`src/rtl/router_register.sv`:
```
// Datapath register stage of the 1x3 router: header latch, FIFO write byte, full-hold replay, parity check.
// Latency: dout, parity_done and low_pkt_valid update one cycle after their strobe; err one cycle after parity_done rises.
// Backpressure: fifo_full parks the arriving byte in full_hold; laf_state replays it. Macro ROUTER_REG_ERR_CNT_EN adds err_cnt.
module router_register #(
   parameter int DATA_WIDTH    = 8,
   parameter int ERR_CNT_WIDTH = 8
) (
   input  logic                  clk,
   input  logic                  rst,
   input  logic                  pkt_valid,
   input  logic [DATA_WIDTH-1:0] data_in,
   input  logic                  fifo_full,
   input  logic                  detect_add,
   input  logic                  lfd_state,
   input  logic                  ld_state,
   input  logic                  laf_state,
   input  logic                  full_state,
   input  logic                  rst_int_req,
   output logic                  parity_done,
   output logic                  low_pkt_valid,
   output logic                  err,
   output logic [DATA_WIDTH-1:0] dout
`ifdef ROUTER_REG_ERR_CNT_EN
   ,
   output logic [ERR_CNT_WIDTH-1:0] err_cnt
`endif
);

   logic [DATA_WIDTH-1:0] dout_q, dout_d;
   logic [DATA_WIDTH-1:0] hdr_q, hdr_d;
   logic [DATA_WIDTH-1:0] full_hold_q, full_hold_d;
   logic [DATA_WIDTH-1:0] int_par_q, int_par_d;
   logic [DATA_WIDTH-1:0] pkt_par_q, pkt_par_d;
   logic                  parity_done_q, parity_done_d;
   logic                  parity_done_prev_q, parity_done_prev_d;
   logic                  low_pkt_valid_q, low_pkt_valid_d;
   logic                  err_q, err_d;

   // Next-state for header, write byte, running parity, parity capture and error flag.
   always_comb begin
      hdr_d              = hdr_q;
      dout_d             = dout_q;
      full_hold_d        = full_hold_q;
      int_par_d          = int_par_q;
      pkt_par_d          = pkt_par_q;
      parity_done_d      = parity_done_q;
      parity_done_prev_d = parity_done_q;
      low_pkt_valid_d    = low_pkt_valid_q;
      err_d              = err_q;

      // Destination 2'b11 does not exist, so such a header never replaces the latched one.
      if (detect_add && pkt_valid && (data_in[1:0] != 2'b11)) begin
         hdr_d = data_in;
      end

      if (lfd_state) begin
         dout_d = hdr_q;
      end else if (ld_state && !fifo_full) begin
         dout_d = data_in;
      end else if (ld_state) begin
         // FIFO refused this byte; keep it for replay in LOAD_AFTER_FULL.
         full_hold_d = data_in;
      end else if (laf_state) begin
         dout_d = full_hold_q;
      end

      // Parity byte itself arrives with pkt_valid low, so it never folds into int_par.
      if (detect_add) begin
         int_par_d = '0;
      end else if (lfd_state) begin
         int_par_d = int_par_q ^ hdr_q;
      end else if (ld_state && pkt_valid && !full_state) begin
         int_par_d = int_par_q ^ data_in;
      end

      if (detect_add) begin
         parity_done_d = 1'b0;
      end else if ((ld_state && !pkt_valid && !fifo_full) ||
                   (laf_state && low_pkt_valid_q && !parity_done_q)) begin
         pkt_par_d     = data_in;
         parity_done_d = 1'b1;
      end

      // Set has priority over the CHECK_PARITY_ERROR clear.
      if (ld_state && !pkt_valid) begin
         low_pkt_valid_d = 1'b1;
      end else if (rst_int_req) begin
         low_pkt_valid_d = 1'b0;
      end

      // Compare once, the cycle after parity_done first goes high, when pkt_par is stable.
      if (detect_add) begin
         err_d = 1'b0;
      end else if (parity_done_q && !parity_done_prev_q) begin
         err_d = (int_par_q != pkt_par_q);
      end
   end

   // Register stage with synchronous active-low reset.
   always_ff @(posedge clk) begin
      if (!rst) begin
         dout_q             <= '0;
         hdr_q              <= '0;
         full_hold_q        <= '0;
         int_par_q          <= '0;
         pkt_par_q          <= '0;
         parity_done_q      <= 1'b0;
         parity_done_prev_q <= 1'b0;
         low_pkt_valid_q    <= 1'b0;
         err_q              <= 1'b0;
      end else begin
         dout_q             <= dout_d;
         hdr_q              <= hdr_d;
         full_hold_q        <= full_hold_d;
         int_par_q          <= int_par_d;
         pkt_par_q          <= pkt_par_d;
         parity_done_q      <= parity_done_d;
         parity_done_prev_q <= parity_done_prev_d;
         low_pkt_valid_q    <= low_pkt_valid_d;
         err_q              <= err_d;
      end
   end

   assign dout          = dout_q;
   assign parity_done   = parity_done_q;
   assign low_pkt_valid = low_pkt_valid_q;
   assign err           = err_q;

`ifdef ROUTER_REG_ERR_CNT_EN
   logic [ERR_CNT_WIDTH-1:0] err_cnt_q, err_cnt_d;

   // Count each new parity error (err rising), saturating at all-ones.
   always_comb begin
      err_cnt_d = err_cnt_q;
      if (err_d && !err_q && (err_cnt_q != '1)) begin
         err_cnt_d = err_cnt_q + ERR_CNT_WIDTH'(1);
      end
   end

   // Error counter register; only reset clears it.
   always_ff @(posedge clk) begin
      if (!rst) begin
         err_cnt_q <= '0;
      end else begin
         err_cnt_q <= err_cnt_d;
      end
   end

   assign err_cnt = err_cnt_q;
`else
   // No error counter in this build; ERR_CNT_WIDTH stays in the parameter list for a uniform interface.
`endif

endmodule

```
`config.mk`:
```
export PLATFORM = sky130hd
export DESIGN_NAME = router_register
export DESIGN_NICKNAME = d
export VERILOG_FILES = /design/src/rtl/router_register.sv
export SDC_FILE = /design/constraint.sdc
export NUM_CORES = 1
export LEC_CHECK = 0
export ABC_CLOCK_PERIOD_IN_PS = 2690
export CORE_ASPECT_RATIO = 0.7
export CORE_MARGIN = 2
export CORE_UTILIZATION = 40
export DETAILED_ROUTE_END_ITERATION = 7
export GPL_ROUTABILITY_DRIVEN = 0
export RECOVER_POWER = 100
export SLEW_MARGIN = 10
export SYNTH_ARGS = -nofsm -noshare
export SYNTH_HDL_FRONTEND = slang
export SYNTH_SLANG_ARGS = --single-unit
```
`constraint.sdc`:
```
create_clock -name clk -period 2.69 [get_ports clk]
set_clock_uncertainty 0.05 [all_clocks]
set_input_delay 0.4035 -clock clk [delete_from_list [all_inputs] [get_ports clk]]
set_output_delay 0.4035 -clock clk [all_outputs]
set_load 0.01 [all_outputs]
```
==> results.md <==
- Final setup fails: 0
- Netlist cell types: 32
- FMAX: about 460 MHz
- Design area: ~0.0024 mm²
- Avg Inst Size Synth: 10.3 µm²
- IO Port Bufs: 28
- HPWL Detailed: approximately 3.3 mm
- Worst-Skew Late Latency: 0.30 ns
- Slew @ Worst Pin: roughly 0.67 ns
- Hold-fix buffers at CTS: 0
- Core Rows: 21
- Grt ovf: 0
- Reg-to-reg startpoint: parity_done$_SDFFE_PP0P_
- Post-cts repair resize count: 0
- CP startpoint kind: primary input
- RSZ-0062 raised after global routing: false
- Maximum buffer depth of the clock tree: 2
- Die X: ~87 µm
- Vias in the first global route: ~1,500
- Hold Crit Class: flip-flop to flip-flop
- Final period util: between 80% and 90%
- Sw Pwr: roughly 0.33 mW
- Critical path type: primary input to flip-flop
- WP data required: 2.83 ns
- Tot GR Track Use: between 10% and 20%
- Initial antenna violation count: 0
- Starting DRC count in detailed routing: 31
- Largest net degree at the start of global routing: 22
- Ports: 29
- Seq pwr share: between 40% and 50%
- LEAKAGE: 1.05 nW
- Syn Std Cell Area: slightly below 0.002 mm²
- Commonest non-fill, non-tap cell in the layout: dfxtp_1
- Maximum VDD drop: 230 µV
- WHS Endpoint: dout[5]$_SDFFE_PN0P_
- Register area share after synthesis: between 40% and 50%
- Hold depth: 1
- FILL cells: 432
- Clock power share: around two fifths
- Vias per cell: 5.15
- Sw Ratio: approximately 23%
- Reg2Reg Depth: 4
- DRT Wirelength: roughly 4.5 mm
- H-tree lvl count: 2
- Root Driver: clkbuf_8
- Commonest cells after routing, fill and taps aside: 44 x dfxtp_1, 32 x mux2i_1, 24 x nor2b_1, 14 x clkdlybuf4s50_1, 14 x dlygate4sd3_1
- Final nets: between 200 and 250
- Clock Pin Slew Worst Setup and Hold Paths: 0.08 ns
- Die ar.: about 0.0055 mm²
- Setup tns final: 0 ns
- Register-to-register setup slack: 1.11 ns
- Antenna Cells: 0
- Routed Antenna Nets: 0
- Minimum clock period: roughly 2.2 ns
- Top FF cell, synth: dfxtp_1
- # DRC: 0
- Die Height: 62.4 µm
- Initial Util: between 40% and 50%
- Global-route wire length before repair: between 7 and 8 mm
- CP endpoint kind: flip-flop
- Post-synth EDFFs: 0
- WP data arrival: 2.32 ns
- Pwr/cell area: slightly below 600 mW/mm²
- Clock sinks: 44
- CTS tree: yes
- Synthesis-stage register bit count: 44
- DRT Pass-1 Iters: 4
- Hold Path Origin: dout[5]$_SDFFE_PN0P_
- Yosys warns: 0
- CORE AREA: about 0.0047 mm²
- Cell count after synthesis: 190
- Layout area overhead: 23.2%
- Vias: 1,436
- Pint: about 1.1 mW
- Max Slew Vio Count: 0
- Crit-path max FO: 8
- Worst slew margin: around 55%
- Syn_nets: 208
- WL/cell: 16.0 µm
- Setup bufs post-CTS: 0
- Max-cap viol count: 0
- Placed instance area: between 0.002 and 0.0025 mm²
- Status: finished clean
- Ys async rst share: 0%
- FF-to-FF End: pkt_par_q[2]$_SDFFE_PN0P_
- Num CTS Buffers: 5
- Final Hold Vio Count: 0
- Comb pwr share: between 10% and 20%
- Layout cells sized above 1: under 10%
sequential cells by signal, indices dropped and copies added, names as in the netlist:
signal / cells
hdr_q: 8
int_par_q: 8
parity_done: 1
dout: 8
low_pkt_valid: 1
full_hold_q: 8
pkt_par_q: 8
parity_done_prev_q: 1
err: 1
synthesized netlist by cell type, types with 2 or more instances:
cell,number,area (µm²)
buf_2,2,10.0
inv_1,5,18.8
dfxtp_1,44,881
xnor2_1,4,35.0
a21boi_0,8,60.1
clkbuf_1,5,18.8
nor2b_1,24,150
mux2i_1,32,320
o21ai_0,8,40.0
a22o_1,8,70.1
xor2_1,12,105
nand3b_1,2,15.0
nand2_1,9,33.8
and2_1,2,12.5
nor2_1,8,30.0
worst max path at each step:
stage	cells past startpoint	start	end	slack (ns)
after global routing	5	ld_state	pkt_par_q[2]$_SDFFE_PN0P_	0.41
after floorplan	5	ld_state	dout[1]$_SDFFE_PN0P_	1.17
after detailed placement	5	ld_state	pkt_par_q[6]$_SDFFE_PN0P_	0.46
after global placement	5	ld_state	pkt_par_q[7]$_SDFFE_PN0P_	0.51
after CTS	5	ld_state	pkt_par_q[5]$_SDFFE_PN0P_	0.78
final	5	ld_state	pkt_par_q[2]$_SDFFE_PN0P_	0.52
cell type report:
| class | count | area (µm²) | area share [%] |
|---|---|---|---|
| Timing Repair Buffer | 32 | 310 | 12.9 |
| Clock buffer | 7 | 96.3 | 4.01 |
| Sequential cell | 44 | 881 | 36.7 |
| Tap cell | 57 | 71.3 | 2.97 |
| Clock inverter | 1 | 30.0 | 1.25 |
| Multi-Input combinational cell | 133 | 995 | 41.4 |
| Inverter | 5 | 18.8 | 0.781 |
cell families (layout without fill, tap and decap cells):
| family | after synthesis | after routing | synth area share (%) |
|---|---|---|---|
| compound gates | 30 | 30 | 11.3 |
| simple gates | 55 | 55 | 17.1 |
| buf+inv | 13 | 45 | 2.82 |
| mux | 32 | 32 | 16.4 |
| flops | 44 | 44 | 45.2 |
| xor+xnor | 16 | 16 | 7.19 |
power by group through the flow:
stage | combinational, mW | sequential (mW) | clock, mW
after floorplan | 0.0927 | 0.702 | 0
after global placement | 0.163 | 0.701 | 0
after detailed placement | 0.166 | 0.703 | 0
after CTS | 0.167 | 0.688 | 0.567
after global routing | 0.173 | 0.690 | 0.604
final | 0.160 | 0.687 | 0.561
metrics by stage:
step | setup slack (ns) | hold WS [ns] | total power, mW | cells | utilization [%]
floorplan | 1.17 | 0.435 | 0.795 | 190 | -
global placement | 0.515 | 0.410 | 0.864 | 271 | 48.5
detailed placement | 0.464 | 0.417 | 0.869 | 271 | 48.5
CTS | 0.776 | 0.437 | 1.42 | 279 | 51.2
global route | 0.410 | 0.445 | 1.47 | 279 | 50.8
finish | 0.515 | 0.428 | 1.41 | 279 | 50.8
routing by layer:
layer	routed length (µm)	global-route usage (%)	up-vias
met5	0	0	-
li1	-	-	712
met1	2270	23.7	698
met2	2010	26.7	18
met4	76	6.92	0
met3	122	3.70	8
critical path: stages:
cell and delay (ns):
dlygate4sd3_1 0.64, or3b_1 0.41, a21oi_2 0.53, mux2i_1 0.27
nor2b_1 0.06
Note: power is estimated with default switching activity, not from simulation.
